## src/rtl/seg_scan_mux.sv

```systemverilog
`default_nettype none
// ============================================================================
// Module   : seg_scan_mux
// Purpose  : Time-multiplexed scan driver for NUM_DIGITS common-anode
//            7-segment digits. Double-buffered (shadow/active) so a frame is
//            never torn by a mid-frame load. Supports per-digit blanking,
//            decimal points and leading-zero suppression.
// Ports    : clk1        system clock
//            rst         asynchronous reset, active-high
//            en          scan enable; low blanks the display, holds counters
//            load        one-cycle strobe, captures data_in/dp_in/blank_in
//            data_in     nibble per digit, digit 0 = bits [3:0] (rightmost)
//            dp_in       decimal point per digit, 1 = lit
//            blank_in    force digit dark, 1 = blank
//            lz_en       leading-zero suppression enable
//            brightness  (BRIGHT_PWM_EN only) anode duty, 0 = 1/16, 15 = full
//            dig         anode select, active-low one-hot
//            seg         segments {g,f,e,d,c,b,a}, active-low
//            dp          decimal point, active-low
//            frame_done  one-cycle pulse after each full scan
// Options  : define BRIGHT_PWM_EN to add the brightness PWM input.
// Revision : 1.0 - initial release
// ============================================================================
module seg_scan_mux #(
  parameter int NUM_DIGITS    = 8,
  parameter int SCAN_DIV_LOG2 = 16
) (
  input  logic                    clk1,
  input  logic                    rst,
  input  logic                    en,
  input  logic                    load,
  input  logic [4*NUM_DIGITS-1:0] data_in,
  input  logic [NUM_DIGITS-1:0]   dp_in,
  input  logic [NUM_DIGITS-1:0]   blank_in,
  input  logic                    lz_en,
`ifdef BRIGHT_PWM_EN
  input  logic [3:0]              brightness,
`endif
  output logic [NUM_DIGITS-1:0]   dig,
  output logic [6:0]              seg,
  output logic                    dp,
  output logic                    frame_done
);

  localparam int                IW         = $clog2(NUM_DIGITS);
  localparam logic [IW-1:0]     c_LAST_IDX = IW'(NUM_DIGITS - 1);
  localparam logic [NUM_DIGITS-1:0] c_ONE_HOT0 = NUM_DIGITS'(1);

  logic [SCAN_DIV_LOG2-1:0] r_presc;
  logic [IW-1:0]            r_idx;
  logic [4*NUM_DIGITS-1:0]  r_sh_data,  r_act_data;
  logic [NUM_DIGITS-1:0]    r_sh_dp,    r_act_dp;
  logic [NUM_DIGITS-1:0]    r_sh_blank, r_act_blank;

  logic [SCAN_DIV_LOG2-1:0] w_presc_nxt;
  logic                     w_tick;
  logic                     w_wrap;
  logic [IW-1:0]            w_idx_nxt;
  logic [4*NUM_DIGITS-1:0]  w_act_data_nxt;
  logic [NUM_DIGITS-1:0]    w_act_dp_nxt;
  logic [NUM_DIGITS-1:0]    w_act_blank_nxt;
  logic [NUM_DIGITS-1:0]    w_lz_mask;
  logic [3:0]               w_nib;
  logic                     w_dp_bit;
  logic                     w_dark;
  logic [NUM_DIGITS-1:0]    w_dig_on;

  function automatic logic [6:0] f_hex7(input logic [3:0] nib);
    case (nib)
      4'h0: f_hex7 = 7'h40;
      4'h1: f_hex7 = 7'h79;
      4'h2: f_hex7 = 7'h24;
      4'h3: f_hex7 = 7'h30;
      4'h4: f_hex7 = 7'h19;
      4'h5: f_hex7 = 7'h12;
      4'h6: f_hex7 = 7'h02;
      4'h7: f_hex7 = 7'h78;
      4'h8: f_hex7 = 7'h00;
      4'h9: f_hex7 = 7'h10;
      4'hA: f_hex7 = 7'h08;
      4'hB: f_hex7 = 7'h03;
      4'hC: f_hex7 = 7'h46;
      4'hD: f_hex7 = 7'h21;
      4'hE: f_hex7 = 7'h06;
      default: f_hex7 = 7'h0E;
    endcase
  endfunction

  // Counter next-state. The tick that leaves the last digit is the frame wrap.
  assign w_presc_nxt = en ? (r_presc + SCAN_DIV_LOG2'(1)) : r_presc;
  assign w_tick      = en & (&r_presc);
  assign w_wrap      = w_tick & (r_idx == c_LAST_IDX);
  assign w_idx_nxt   = w_wrap ? '0 : (w_tick ? (r_idx + IW'(1)) : r_idx);

  // Active set only changes at the wrap; a load landing on the wrap bypasses
  // the shadow so it is not delayed by a whole frame.
  always_comb begin
    w_act_data_nxt  = r_act_data;
    w_act_dp_nxt    = r_act_dp;
    w_act_blank_nxt = r_act_blank;
    if (w_wrap) begin
      w_act_data_nxt  = load ? data_in  : r_sh_data;
      w_act_dp_nxt    = load ? dp_in    : r_sh_dp;
      w_act_blank_nxt = load ? blank_in : r_sh_blank;
    end
  end

  // Digit k is suppressed when it and all digits above it are zero.
  // Digit 0 is never suppressed.
  always_comb begin : p_lz
    logic v_zero;
    v_zero    = 1'b1;
    w_lz_mask = '0;
    for (int k = NUM_DIGITS - 1; k >= 1; k--) begin
      v_zero       = v_zero & (w_act_data_nxt[4*k +: 4] == 4'h0);
      w_lz_mask[k] = lz_en & v_zero;
    end
  end

  // Select the fields of the digit that will be shown after this edge, so
  // outputs move together with the index.
  always_comb begin
    w_nib    = 4'h0;
    w_dp_bit = 1'b0;
    w_dark   = 1'b0;
    for (int k = 0; k < NUM_DIGITS; k++) begin
      if (w_idx_nxt == IW'(k)) begin
        w_nib    = w_act_data_nxt[4*k +: 4];
        w_dp_bit = w_act_dp_nxt[k];
        w_dark   = w_act_blank_nxt[k] | w_lz_mask[k];
      end
    end
  end

  always_comb begin
    w_dig_on = ~(c_ONE_HOT0 << w_idx_nxt);
`ifdef BRIGHT_PWM_EN
    if (w_presc_nxt[SCAN_DIV_LOG2-1 -: 4] > brightness) begin
      w_dig_on = '1;
    end
`endif
  end

  always_ff @(posedge clk1 or posedge rst) begin
    if (rst) begin
      r_presc     <= '0;
      r_idx       <= '0;
      r_sh_data   <= '0;
      r_sh_dp     <= '0;
      r_sh_blank  <= '0;
      r_act_data  <= '0;
      r_act_dp    <= '0;
      r_act_blank <= '0;
    end else begin
      r_presc     <= w_presc_nxt;
      r_idx       <= w_idx_nxt;
      r_act_data  <= w_act_data_nxt;
      r_act_dp    <= w_act_dp_nxt;
      r_act_blank <= w_act_blank_nxt;
      if (load) begin
        r_sh_data  <= data_in;
        r_sh_dp    <= dp_in;
        r_sh_blank <= blank_in;
      end
    end
  end

  // Dark digits keep their anode driven so every slot looks the same.
  always_ff @(posedge clk1 or posedge rst) begin
    if (rst) begin
      dig        <= '1;
      seg        <= 7'h7F;
      dp         <= 1'b1;
      frame_done <= 1'b0;
    end else begin
      frame_done <= w_wrap;
      if (en) begin
        dig <= w_dig_on;
        seg <= w_dark ? 7'h7F : f_hex7(w_nib);
        dp  <= ~(w_dp_bit & ~w_dark);
      end else begin
        dig <= '1;
        seg <= 7'h7F;
        dp  <= 1'b1;
      end
    end
  end

endmodule
`default_nettype wire
```

## config.mk

```make
export PLATFORM = sky130hd
export DESIGN_NAME = seg_scan_mux
export DESIGN_NICKNAME = d
export VERILOG_FILES = /design/src/rtl/seg_scan_mux.sv
export SDC_FILE = /design/constraint.sdc
export NUM_CORES = 1
export LEC_CHECK = 0
export ABC_AREA = 1
export CAP_MARGIN = 20
export CORE_AREA = 2 2 148 92
export CTS_BUF_LIST = sky130_fd_sc_hd__clkbuf_4 sky130_fd_sc_hd__clkbuf_8 sky130_fd_sc_hd__clkbuf_16
export CTS_CLUSTER_SIZE = 10
export DETAILED_ROUTE_END_ITERATION = 7
export DIE_AREA = 0 0 150 94
export PLACE_DENSITY = 0.8
export SYNTH_ARGS = -nofsm -noshare
export SYNTH_HDL_FRONTEND = slang
export SYNTH_SLANG_ARGS = --single-unit
```

## constraint.sdc

```tcl
create_clock -name clk1 -period 3.8 [get_ports clk1]
set_input_delay 0.57 -clock clk1 [delete_from_list [all_inputs] [get_ports clk1]]
set_output_delay 0.57 -clock clk1 [all_outputs]
set_load 0.03 [all_outputs]
```

==> results of run 1 <==
-- flip-flops by register name, indices dropped and copies added (netlist names), 3 cells and up --
signal	cells
r_presc	16
r_act_data	32
seg	7
dig	8
r_act_dp	8
r_idx	3
r_sh_blank	8
r_sh_dp	8
r_act_blank	8
r_sh_data	32
-- cell type report --
type,instances,share of cell area (%)
tap,170,2.69
clock buffer,21,5.99
inverter,96,4.63
timing repair buffer,86,10.8
multi-input combinational,482,32.1
sequential,132,42.0
clock inverter,11,1.88
-- through the flow --
step | utilization (%) | worst slack, ps
2_1_floorplan | - | 968
3_3_place_gp | 57.6 | 240
3_5_place_dp | 57.6 | 159
4_1_cts | 62.5 | 456
5_1_grt | 62.5 | 91.4
6_report | 62.5 | 357
-- worst reg2reg max path: cells and delay by family (launching register included) --
family	cells	cell delay [ps]
adder cells (fa/ha/maj)	3	990
buffers and inverters	2	370
AO/OA/AOI/OAI	2	170
flip-flops	1	420
AND/OR/NAND/NOR	10	1400
-- layer usage --
layer  vias to the layer above  GRT usage [%]
met5                         -              0
met4                         0           8.02
met3                        25           6.75
met2                       187           33.0
met1                      2398           33.7
li1                       2482              -
-- kinds of logic after synthesis --
kind of cell               after synthesis  share of synthesized area [%]
xor gates and xnor gates                14                           1.92
buffers and inverters                  123                           8.37
AOI/OAI and AO/OA                       75                           7.00
adders and majority gates                8                           1.57
and+or+nand+nor                        383                           28.9
DFF                                    132                           52.0
muxes                                    2                          0.313
-- synth_stat cells, types with 5 or more instances --
cell type | count | area share [%]
dfrtp_1 | 116 | 45
a21oi_1 | 12 | 0.94
inv_1 | 86 | 5.0
or2_2 | 26 | 2.5
o21ai_2 | 14 | 1.9
nor2_1 | 33 | 1.9
ha_1 | 8 | 1.6
nand2_2 | 7 | 0.68
nor2_2 | 5 | 0.49
dfstp_2 | 16 | 6.6
buf_6 | 8 | 1.4
o21ai_0 | 38 | 3.0
nand3_1 | 27 | 2.1
xnor2_1 | 6 | 0.82
nand2_1 | 221 | 13
inv_2 | 8 | 0.47
nand2_4 | 5 | 0.88
nand4_1 | 34 | 3.3
buf_2 | 6 | 0.47
o21ai_1 | 6 | 0.47
clkbuf_1 | 11 | 0.65
xor2_1 | 8 | 1.1
-- final timing paths --
kind / startpoint / end
setup / recovery: r_idx[0] / seg[3]
min in group asynchronous: rst / r_sh_data[7]
max in group asynchronous: rst / r_act_blank[6]
hold reg to reg: r_act_data[2] / r_act_data[2]
setup reg to reg: r_idx[0] / seg[3]
hold / removal: r_act_data[2] / r_act_data[2]
-- power by group through the flow --
stage | Clock [W] | Sequential, W | Combinational (W)
finish | 0.00171 | 0.00155 | 0.000279
global route | 0.00180 | 0.00156 | 0.000323
CTS | 0.00173 | 0.00155 | 0.000286
detailed placement | 0 | 0.00158 | 0.000283
global placement | 0 | 0.00157 | 0.000275
floorplan | 0 | 0.00157 | 0.000166
==> out/results.ini, run 1 <==
[run_status]
status=finished, violations left
violations=design-rule violations

[floorplan]
initial_utilization_pct=50.5
pin_count=70
die_area_mm2=0.0141
die_y_um=94
die_w_um=150
std_cell_rows=32
placeableCoreArea_mm2=0.0127

[placed_design]
place_area_mm2=0.00729
dp.cells=966
dp_hpwl_mm=10.2
gp_congestion=0.935
port_buffers=69

[clock_network]
clock_latency_ps=420
cts_buffer_depth=2
numClockSinks=132
clk_pin_slew_ps=60
root_buffer=clkbuf_16
cts_made_buffers=17
cts_hold_buf=0
cts_resized=0
cts_setup_buffers=0
htreeDepth=4
cts_tree=built

[power_and_ir_drop]
power_density_mw_per_mm2=447
internal_power_w=0.00272
combPwrFrac_pct=7.9
p_sw_share_pct=23.2
seq_power_share_pct=43.9
pwr-share-clk_pct=48.2
total_power_w=0.00354
ir_drop_mv=0.296
p_switching_w=0.000822
p_leak_nw=3.81

[timing]
tns_ps=0
period_share_pct=90.6
holdWs_ps=470
slew_headroom_pct=54.8
grt_setup_unrepaired=no
skew_ps=9.51
worst-slew-pin-transition_ps=678
max_freq_ghz=0.290
setup_violations=0
slew_violations=0
finalHoldViolCount=0
fin_crit_ps=3440

[finish]
finalInstanceArea_mm2=0.00791
fin_nets=876
final_common_cell=nand2_1
fillers=1060
syn_to_final_growth_pct=23.7
drive_gt1_share_pct=17.9
final-seq-area_mm2=0.00332
n_antenna_cell=0
multi_input_area_mm2=0.00254
finalNonFillerCells=998
final_cell_mix=nand2_1 (221), dfrtp_1 (116), inv_1 (85)

[synth]
ys_warn_count=0
ys_ff_latch=132
syn_avg_cell_area_um2=8.68
synth_cells=737
async_flop_share_pct=100
synth_nets=798
ys_seq_area_share_pct=52.0
synth_top_flop_cell=dfrtp_1
synth_area_mm2=0.00639
synth-edff-count=0
yosysUniqueCellTypes=45

[setup_path]
crit_family=simple AND/OR/NAND/NOR gates
crit_type=flop to flop
rrSetupSlack_ps=360
arrival_ps=3760
path_max_fanout=32
critPathMaxStageDelay_ps=570
worst-path-buf-inv=2
path_depth=17
slowest_stage=ha_1
reg2reg_depth=17
worstSetupStartpointType=flop
endpoint_kind=flop
crit_required_ps=4120
crit_chain=ha_1 > ha_1 > nand3_4 > buf_12 > nand2_1 > o21ai_2 > nand3_1 > nand3_1 > nor2_1 > nand4_1 > nand2_1 > inv_1 > ha_1 > nand2_1 > a21oi_1 > nor2_1 > nand4_1

[detailed_routing]
routed.top_layer=met4
met2_length_mm=6.24
routed_wl_mm=14.9
ant_nets=0
drc=1
dr_wl_met3_mm=1.17
dr_total_vias=5092
drtIter0Drc=465
drt-vias-per-instance=5.10
wl_met1_mm=7.25
first_pass_iters=8
wl_per_cell_um=14.9

[flow_run]
maxCapViolations=0

[grt]
grt_max_degree=133
grt_overflow=0
grt_usage_pct=23.2
antenna_found_initial=0
grt_pass1_wl_mm=25.2
grt_pass1_vias=5098

[min_path]
hold_path.class=flop to flop
holdPathStages=2

(Power assumes the default switching activity.)
==> inputs of run 2 (changes only) <==
Settings changed: CORE_AREA 2 2 148 92 to 2 2 161 100, DIE_AREA 0 0 150 94 to 0 0 163 102, PLACE_DENSITY 0.8 to 0.7, SLEW_MARGIN set to 0.
==> out/results.ini, run 2 (synthesis results as in run 1) <==
[finish]
final_core_util_pct=52.9  ; -9.7 points
finalInstanceArea_mm2=0.00799  ; +0.96%
reg_top3=r_act_data (32), r_sh_data (32), r_presc (16)
drive_gt1_share_pct=18.4  ; +0.49 points
finalNonFillerCells=1036  ; +3.8%
n_antenna_cell=0  ; unchanged
fillers=1432  ; +35%
final_common_cell=nand2_1
fin_nets=881  ; +0.57%
final_cell_mix=nand2_1 (221), dfrtp_1 (116), inv_1 (85)
syn_to_final_growth_pct=24.9

[placed_design]
place_area_mm2=0.00736  ; +0.91%
gp_congestion=0.949  ; +1.6%
dp_hpwl_mm=10.9  ; +7.3%
dp.cells=1004  ; +3.9%
port_buffers=69  ; unchanged

[setup_path]
startpoint=r_idx[0]
rrSetupSlack_ps=380  ; +20 ps
path_max_fanout=42  ; +31%
crit_type=flop to flop
endpoint_kind=flop
r2r-end=seg[2]
reg2reg_depth=15  ; -2
regToRegStartpoint=r_idx[0]
worstSetupStartpointType=flop
arrival_ps=3740  ; -20 ps
crit_required_ps=4120  ; about the same
endpoint=seg[2]

[power_and_ir_drop]
ir_drop_mv=0.287  ; -3.2%
p_leak_nw=3.85  ; +0.91%
power_density_mw_per_mm2=447  ; about the same
total_power_w=0.00357  ; +0.99%

[detailed_routing]
routed_wl_mm=14.9  ; -0.23%
drtIter0Drc=383  ; -18%
ant_nets=0  ; unchanged
first_pass_iters=5  ; -3
drt-vias-per-instance=4.87  ; -4.5%
drc=0  ; -1
dr_total_vias=5049  ; -0.84%
wl_per_cell_um=14.4  ; -3.9%

[timing]
slew_headroom_pct=41.1  ; -14 points
fin_crit_ps=3420  ; -23.6 ps
setup_violations=0  ; unchanged
worst-slew-pin-transition_ps=882  ; +204 ps
max_freq_ghz=0.292  ; +0.69%
skew_ps=9.24  ; -0.271 ps
tns_ps=0  ; unchanged
slew_violations=0  ; unchanged
grt_setup_unrepaired=no
period_share_pct=90.0  ; -0.62 points
finalHoldViolCount=0  ; unchanged

[floorplan]
die_y_um=102  ; +8.5%
std_cell_rows=35  ; +9.4%
die_w_um=163  ; +8.7%
placeableCoreArea_mm2=0.0151  ; +19%
initial_utilization_pct=42.3  ; -8.2 points
pin_count=70  ; unchanged
die_area_mm2=0.0166  ; +18%

[grt]
grt_util_met3_pct=4.14  ; -2.6 points
antenna_found_initial=0  ; unchanged
grt_usage_pct=19.4  ; -3.7 points
grt_pass1_vias=4888  ; -4.1%
grt_overflow=0  ; unchanged
use_met2_pct=28.6  ; -4.4 points
busiest_layer=met1
grt_max_degree=44  ; -67%
grt.met1_usage_pct=29.3  ; -4.4 points
grt_pass1_wl_mm=25.0  ; -0.96%

[clock_network]
cts_tree=built
numClockSinks=132  ; unchanged
htreeDepth=4  ; unchanged
cts_resized=0  ; unchanged
clk_pin_slew_ps=60  ; about the same
cts_setup_buffers=0  ; unchanged
cts_buffer_depth=2  ; unchanged
root_buffer=clkbuf_16
cts_made_buffers=17  ; unchanged
clock_latency_ps=410  ; about the same
cts_hold_buf=0  ; unchanged

[run_status]
status=completed

[min_path]
hold_path.class=flop to flop
hp-start=r_sh_dp[6]

[flow_run]
maxCapViolations=0  ; unchanged

-- run 2: changes by cell type in the layout (fill, tap and decap cells not counted) --
cell and delta:
buf_12 -1, buf_4 +6, bufinv_16 +1, clkbuf_8 -3, clkinv_4 +4, clkinvlp_4 -3
inv_6 +1
-- run 2: power breakdown --
group          internal (W)  switching (W)  total (W)
sequential          0.00150      0.0000521    0.00155
clock               0.00111       0.000631    0.00174
combinational      0.000125       0.000153   0.000278
-- run 2: worst min-delay path by stage --
| stage | end | slack (ps) | depth (start not counted) |
|---|---|---|---|
| 2_1_floorplan | r_act_data[0] | 440 | 2 |
| 3_3_place_gp | r_sh_dp[2] | 460 | 2 |
| 3_5_place_dp | r_sh_dp[0] | 460 | 2 |
| 4_1_cts | r_sh_dp[5] | 470 | 2 |
| 5_1_grt | r_sh_blank[2] | 500 | 2 |
| 6_report | r_sh_dp[6] | 470 | 2 |
-- run 2: per-stage QoR --
step	hold slack (ps)	worst slack, ps
3_3_place_gp	455	214
6_report	472	381
5_1_grt	500	33.0
3_5_place_dp	460	126
4_1_cts	471	373
2_1_floorplan	438	968
-- run 2: area by class of cell --
type | count | area [um2] | share of cell area [%]
inverter | 96 | 367 | 4.59
timing repair buffer | 91 | 876 | 11.0
tap | 203 | 254 | 3.18
clock inverter | 14 | 200 | 2.51
multi-input combinational | 482 | 2540 | 31.7
sequential | 132 | 3320 | 41.6
clock buffer | 18 | 433 | 5.42
-- run 2: metal layers --
| layer | share of wire, % | vias up |
|---|---|---|
| met4 | 0.84 | 0 |
| met3 | 5.7 | 15 |
| met1 | 51 | 2408 |
| met5 | 0 | - |
| met2 | 42 | 132 |
| li1 | - | 2494 |
-- run 2: critical path, cell delays in order (launching register included) --
cell	delay (ps)
dfrtp_1	420
ha_1	180
ha_1	610
nand3_4	280
buf_12	260
o21ai_1	240
nor2_1	80
nor2_1	160
nand4_1	120
nand2_1	180
inv_1	110
ha_1	220
nand3_1	100
o21ai_0	120
nor2_1	120
nand4_1	100
